[src/rtl/lsu_pkg.sv]
// Shared definitions for the load/store unit: funct3 width codes and the
// adapter state encoding.
package lsu_pkg;

    localparam logic [2:0] F3_B  = 3'b000;
    localparam logic [2:0] F3_H  = 3'b001;
    localparam logic [2:0] F3_W  = 3'b010;
    localparam logic [2:0] F3_BU = 3'b100;
    localparam logic [2:0] F3_HU = 3'b101;

    typedef enum logic [2:0] {
        S_IDLE,
        S_RD,
        S_RMW_RD,
        S_WR,
        S_DONE
    } state_t;

endpackage

[src/rtl/lsu_align.sv]
// Combinational data steering: extracts and extends a load value from a
// memory word, and merges sub-word store data into a read word.
module lsu_align
    import lsu_pkg::*;
(
    input  logic [31:0] word,
    input  logic [1:0]  offset,
    input  logic [2:0]  funct3,
    input  logic [31:0] wdata,
    output logic [31:0] load_val,
    output logic [31:0] merged_word
);

    logic [7:0]  byte_v;
    logic [15:0] half_v;

    assign byte_v = 8'(word >> {offset, 3'b000});
    assign half_v = 16'(word >> {offset[1], 4'b0000});

    always_comb begin
        load_val = word;
        case (funct3)
            F3_B:    load_val = {{24{byte_v[7]}}, byte_v};
            F3_H:    load_val = {{16{half_v[15]}}, half_v};
            F3_BU:   load_val = {24'd0, byte_v};
            F3_HU:   load_val = {16'd0, half_v};
            default: load_val = word;
        endcase
    end

    // Only the addressed lane is replaced; the rest of the word is preserved.
    always_comb begin
        merged_word = word;
        case (funct3)
            F3_B:    merged_word[{offset, 3'b000} +: 8]     = wdata[7:0];
            F3_H:    merged_word[{offset[1], 4'b0000} +: 16] = wdata[15:0];
            F3_W:    merged_word = wdata;
            default: merged_word = word;
        endcase
    end

endmodule

[src/rtl/lsu_mem_adapter.sv]
// RV32I load/store unit front-end for a word-addressed data memory with
// read-modify-write for sub-word stores and an optional ack timeout.
module lsu_mem_adapter
    import lsu_pkg::*;
#(
    parameter int unsigned ACK_TIMEOUT = 0
) (
    input  logic        clk,
    input  logic        rst,
    input  logic        req_i,
    input  logic        we_i,
    input  logic [2:0]  funct3_i,
    input  logic [31:0] addr_i,
    input  logic [31:0] wdata_i,
    output logic        busy_o,
    output logic        done_o,
    output logic        err_o,
    output logic [31:0] rdata_o,
    output logic        mem_rd_en_o,
    output logic        mem_wr_en_o,
    output logic [31:0] mem_addr_o,
    output logic [31:0] mem_data_o,
    input  logic [31:0] mem_data_i,
    input  logic        mem_ack_i
);

    localparam logic [31:0] TO_LAST = 32'(ACK_TIMEOUT - 1);

    state_t      state;
    logic [2:0]  f3_q;
    logic [1:0]  offset_q;
    logic [31:0] wdata_q;
    logic [31:0] tcnt;
    logic [31:0] load_val;
    logic [31:0] merged_word;
    logic        req_ok;
    logic        timed_out;

    lsu_align u_align (
        .word        (mem_data_i),
        .offset      (offset_q),
        .funct3      (f3_q),
        .wdata       (wdata_q),
        .load_val    (load_val),
        .merged_word (merged_word)
    );

    // Stores only have B/H/W widths; the unsigned codes are loads only.
    always_comb begin
        req_ok = 1'b0;
        case (funct3_i)
            F3_B:    req_ok = 1'b1;
            F3_H:    req_ok = ~addr_i[0];
            F3_W:    req_ok = (addr_i[1:0] == 2'b00);
            F3_BU:   req_ok = ~we_i;
            F3_HU:   req_ok = ~we_i & ~addr_i[0];
            default: req_ok = 1'b0;
        endcase
    end

    assign timed_out = (ACK_TIMEOUT != 0) && (tcnt == TO_LAST);

    always_ff @(posedge clk or posedge rst) begin
        if (rst) begin
            state       <= S_IDLE;
            f3_q        <= 3'd0;
            offset_q    <= 2'd0;
            wdata_q     <= 32'd0;
            tcnt        <= 32'd0;
            busy_o      <= 1'b0;
            done_o      <= 1'b0;
            err_o       <= 1'b0;
            rdata_o     <= 32'd0;
            mem_rd_en_o <= 1'b0;
            mem_wr_en_o <= 1'b0;
            mem_addr_o  <= 32'd0;
            mem_data_o  <= 32'd0;
        end else begin
            done_o <= 1'b0;
            err_o  <= 1'b0;
            case (state)
                S_IDLE: begin
                    if (req_i) begin
                        f3_q     <= funct3_i;
                        offset_q <= addr_i[1:0];
                        wdata_q  <= wdata_i;
                        tcnt     <= 32'd0;
                        if (!req_ok) begin
                            state  <= S_DONE;
                            done_o <= 1'b1;
                            err_o  <= 1'b1;
                        end else begin
                            busy_o     <= 1'b1;
                            mem_addr_o <= {addr_i[31:2], 2'b00};
                            if (!we_i) begin
                                state       <= S_RD;
                                mem_rd_en_o <= 1'b1;
                            end else if (funct3_i == F3_W) begin
                                state       <= S_WR;
                                mem_wr_en_o <= 1'b1;
                                mem_data_o  <= wdata_i;
                            end else begin
                                state       <= S_RMW_RD;
                                mem_rd_en_o <= 1'b1;
                            end
                        end
                    end
                end
                S_RD, S_RMW_RD: begin
                    if (mem_ack_i) begin
                        mem_rd_en_o <= 1'b0;
                        tcnt        <= 32'd0;
                        if (state == S_RD) begin
                            rdata_o    <= load_val;
                            state      <= S_DONE;
                            done_o     <= 1'b1;
                            busy_o     <= 1'b0;
                            mem_addr_o <= 32'd0;
                        end else begin
                            state       <= S_WR;
                            mem_wr_en_o <= 1'b1;
                            mem_data_o  <= merged_word;
                        end
                    end else if (timed_out) begin
                        state       <= S_DONE;
                        done_o      <= 1'b1;
                        err_o       <= 1'b1;
                        busy_o      <= 1'b0;
                        mem_rd_en_o <= 1'b0;
                        mem_addr_o  <= 32'd0;
                    end else begin
                        tcnt <= tcnt + 32'd1;
                    end
                end
                S_WR: begin
                    if (mem_ack_i || timed_out) begin
                        state       <= S_DONE;
                        done_o      <= 1'b1;
                        err_o       <= ~mem_ack_i;
                        busy_o      <= 1'b0;
                        mem_wr_en_o <= 1'b0;
                        mem_addr_o  <= 32'd0;
                        mem_data_o  <= 32'd0;
                    end else begin
                        tcnt <= tcnt + 32'd1;
                    end
                end
                S_DONE: begin
                    state <= S_IDLE;
                end
                default: begin
                    state <= S_IDLE;
                end
            endcase
        end
    end

endmodule
[config.mk]
export PLATFORM = sky130hd
export DESIGN_NAME = lsu_mem_adapter
export DESIGN_NICKNAME = d
export VERILOG_FILES = /design/src/rtl/lsu_pkg.sv /design/src/rtl/lsu_align.sv /design/src/rtl/lsu_mem_adapter.sv
export SDC_FILE = /design/constraint.sdc
export NUM_CORES = 1
export LEC_CHECK = 0
export BUFFER_PORTS_ARGS = -buffer_cell sky130_fd_sc_hd__buf_2
export CORE_UTILIZATION = 30
export DETAILED_ROUTE_END_ITERATION = 8
export PLACE_DENSITY_LB_ADDON = 0.05
export SKIP_LAST_GASP = 1
export SLEW_MARGIN = 20
export SYNTH_ARGS = -nofsm -noshare
export SYNTH_HDL_FRONTEND = slang
export SYNTH_SLANG_ARGS = --single-unit
[constraint.sdc]
create_clock -name clk -period 4.81 [get_ports clk]
set_input_delay 0.2405 -clock clk [delete_from_list [all_inputs] [get_ports clk]]
set_output_delay 0.2405 -clock clk [all_outputs]
set_load 0.01 [all_outputs]
==> summary.md <==
| Metric | Value |
|---|---|
| Failing checks | `negative hold slack` |
| Seq cells post-synth | `139` |
| RR Startpoint | `offset_q[1]` |
| CP max stage delay | `0.95 ns` |
| DP Cell Count | `1327` |
| Final nets | `1136` |
| Clk slew on worst S/H paths | `0.07 ns` |
| Synthesis warning total | `0` |
| Syn Area/Cell | `8.39 um^2` |
| Overflow after GRT | `0` |
| P&R area growth vs syn | `25.6%` |
| Core area | `23500 um^2` |
| EDFF count, synth | `0` |
| CTS Sinks | `139` |
| Synth top area share | `48.2%` |
| Area contributors post-synth | `dfrtp_1 (48%), nand2_1 (13%), nor2_1 (3.4%)` |
| Pin count of the biggest net entering global routing | `100` |
| Slew at the pin closest to its max-slew limit | `1.08 ns` |
| TritonCTS clock tree | `yes` |
| Hold Fails Final Rpt | `1` |
| N_diodes | `0` |
| Clock root buffer | `clkbuf_16` |
| Clock share of power | `20.8%` |
| First-pass GRT wire length | `40400 um` |
| Initial Util | `30.7%` |
| Pins over their slew limit | `0` |
| I/O pin cnt | `205` |
| Max_cap viols | `0` |
| # rows | `56` |
| Crit Path Class | `register to register` |
| Crit. Startpoint | `offset_q[1]` |
| Lkg Pwr | `4.39 nW` |
| Setup violations, final | `0` |
| R2R setup slack | `1.63 ns` |
| Setup Fix Bufs, Post-CTS | `0` |
| Worst setup path endpoint | `mem_data_o[24]` |
| IO Port Bufs | `202` |
| Setup crit start kind | `register` |
| Slowest-stage cell, CP | `nor4bb_2` |
| Clock Latency Late Sink | `0.42 ns` |
| Yosys cell types | `47` |
| Flop pwr share | `34.1%` |
| H-Tree Depth | `4` |
| Pwr Density | `733 nW/um^2` |
| Place WS | `1.71 ns` |
| Mapped Cells | `860` |
| Total Routed Length | `27000 um` |
| Cell Int Power | `3.68 mW` |
| Fin Hold WS | `-0.000362 ns` |
| Most frequent cells after synthesis | `nand2_1 (253), dfrtp_1 (139), nor2_1 (65)` |
| Worst min path class | `input pin to asynchronous set/reset pin` |
| Post-CTS sizing | `0` |
| Max frequency | `314 MHz` |
| Switching share of total power | `44.7%` |
| Die Ht | `157 um` |
| DIE AREA | `24700 um^2` |
| Worst VDD drop | `262 uV` |
| Setup ws final | `1.63 ns` |
| Initial drt markers | `571` |
| Arr. time, crit path | `3.53 ns` |
| Async SR Flop Fraction | `100%` |
| Sequential share of the synthesized area | `48.2%` |
| Initial antenna violation count | `0` |
| Post-route minimum period | `3.18 ns` |
| Worst-path fanout max | `26` |
| Count leader, synth | `nand2_1` |
| Hold_buf cts | `0` |
| Logic pwr share | `45.0%` |
| 1st-pass router iterations | `5` |
| Total CTS buffers | `17` |
| Setup TNS | `0 ns` |
| Reg2reg end | `mem_data_o[24]` |
| Via count | `6925` |
| R2r worst-path depth | `7` |
| Post-DP HPWL | `18800 um` |
| Relative slew slack | `27.2%` |
| Total GRT Usage | `22.1%` |
| DRC violation count after routing | `0` |
| Final core occ | `38.5%` |
| Clock Path Buffers | `2` |
| Die width | `157 um` |
| FILL cells | `2561` |
| Synth area leader | `dfrtp_1` |
| Setup Skew | `0.00763 ns` |
| Worst-path cell chain | `inv_1 > ha_1 > nor4bb_2 > a32oi_1 > o221ai_1 > a22oi_1 > a21oi_1` |
| CP endpoint kind | `register` |
| Share of cells above drive strength 1 | `26.3%` |
| Layout Cells excl Fill | `1359` |
| Wirelength per Cell | `19.8 um` |
| Most used DFF post-synth | `dfrtp_1` |
| Number of global-route vias before repair | `6514` |
| Routability cong. | `0.783` |
| Psw | `2.97 mW` |
| Synth Cell Area | `7220 um^2` |
| Unrepaired setup endpoints after global routing | `false` |
| Status | `finished with violations` |
| Final ANT Viol Nets | `0` |
| Worst path required time | `5.16 ns` |
| Tcrit/Tclk final | `66.2%` |
| Vias per cell | `5.10` |
kinds of logic (layout without fill, tap and decap cells):
group | after synthesis | in the layout | share of synthesized area [%]
AOI/OAI and AO/OA | 211 | 211 | 19.6
other | 1 | 2 | 0.0520
xor gates and xnor gates | 1 | 1 | 0.121
muxes | 10 | 10 | 1.56
buffers and inverters | 81 | 260 | 4.87
DFF | 139 | 139 | 48.2
adders and majority gates | 5 | 5 | 0.867
and+or+nand+nor | 412 | 412 | 24.8
cell type report:
class                           instances  area [um^2]  share of cell area, %
Clock inverter                         13          165                   1.82
Multi-Input combinational cell        641         3420                   37.7
Sequential cell                       139         3480                   38.4
Tap cell                              319          399                   4.40
Timing Repair Buffer                  214         1100                   12.1
Inverter                               14         57.6                  0.635
Clock buffer                           19          443                   4.88
sequential cells by signal (all words and copies together), names as in the netlist:
| name | cells |
|---|---|
| f3_q | 3 |
| mem_rd_en_o | 1 |
| mem_addr_o | 30 |
| busy_o | 1 |
| offset_q | 2 |
| done_o | 1 |
| rdata_o | 32 |
| state | 3 |
| mem_wr_en_o | 1 |
| err_o | 1 |
| wdata_q | 32 |
| mem_data_o | 32 |
placed cells by master, fill, tap and decap left out, drive strengths merged, types with 19 or more instances in the layout:
master	Yosys	routed
o21ai	32	32
a22oi	29	29
nor2	66	66
dfrtp	139	139
nand3	32	32
a21oi	56	56
buf	28	214
a31oi	28	28
clkbuf	39	19
o22ai	23	23
nand2	253	253
per-layer routing:
layer  vias to the layer above  track usage, %  wire length (um)
met5                         -               0                 0
met4                         0            5.27               321
met3                        23            4.05              1600
met2                       234            33.4             12100
met1                      3340            32.4             12900
li1                       3328               -                 -
power by group through the flow:
stage               Sequential, mW  Clock (mW)  Combinational, mW
floorplan                     2.22           0               1.92
global placement              2.28           0               3.00
detailed placement            2.28           0               3.01
CTS                           2.27        1.42               3.02
global route                  2.35        1.47               3.33
finish                        2.27        1.39               2.99
critical path: cells and delay by family, from the launching register on:
kind	cells	cell delay [ns]
flops	1	0.87
simple gates	1	0.95
compound gates	4	0.62
fa+ha+maj	1	0.40
buf+inv	1	0.27
worst min path at each step:
| stage | from | to | slack [ns] | depth (start not counted) |
|---|---|---|---|---|
| floorplan | mem_ack_i | mem_rd_en_o | 0.33 | 1 |
| global placement | mem_addr_o[3] | mem_addr_o[3] | 0.45 | 2 |
| detailed placement | mem_addr_o[21] | mem_addr_o[21] | 0.45 | 2 |
| CTS | wdata_i[9] | wdata_q[9] | 0.01 | 3 |
| global route | addr_i[26] | mem_addr_o[26] | 0.02 | 3 |
| finish | rst | mem_addr_o[23] | -0.0004 | 2 |
metrics by stage:
| step | cell area [um^2] | total power, mW |
|---|---|---|
| 3_5_place_dp | 8460 | 5.30 |
| 3_3_place_gp | 8450 | 5.28 |
| 6_report | 9070 | 6.65 |
| 4_1_cts | 9070 | 6.71 |
| 2_1_floorplan | 7220 | 4.14 |
| 5_1_grt | 9070 | 7.15 |
Power figures use the tool's default switching activity.
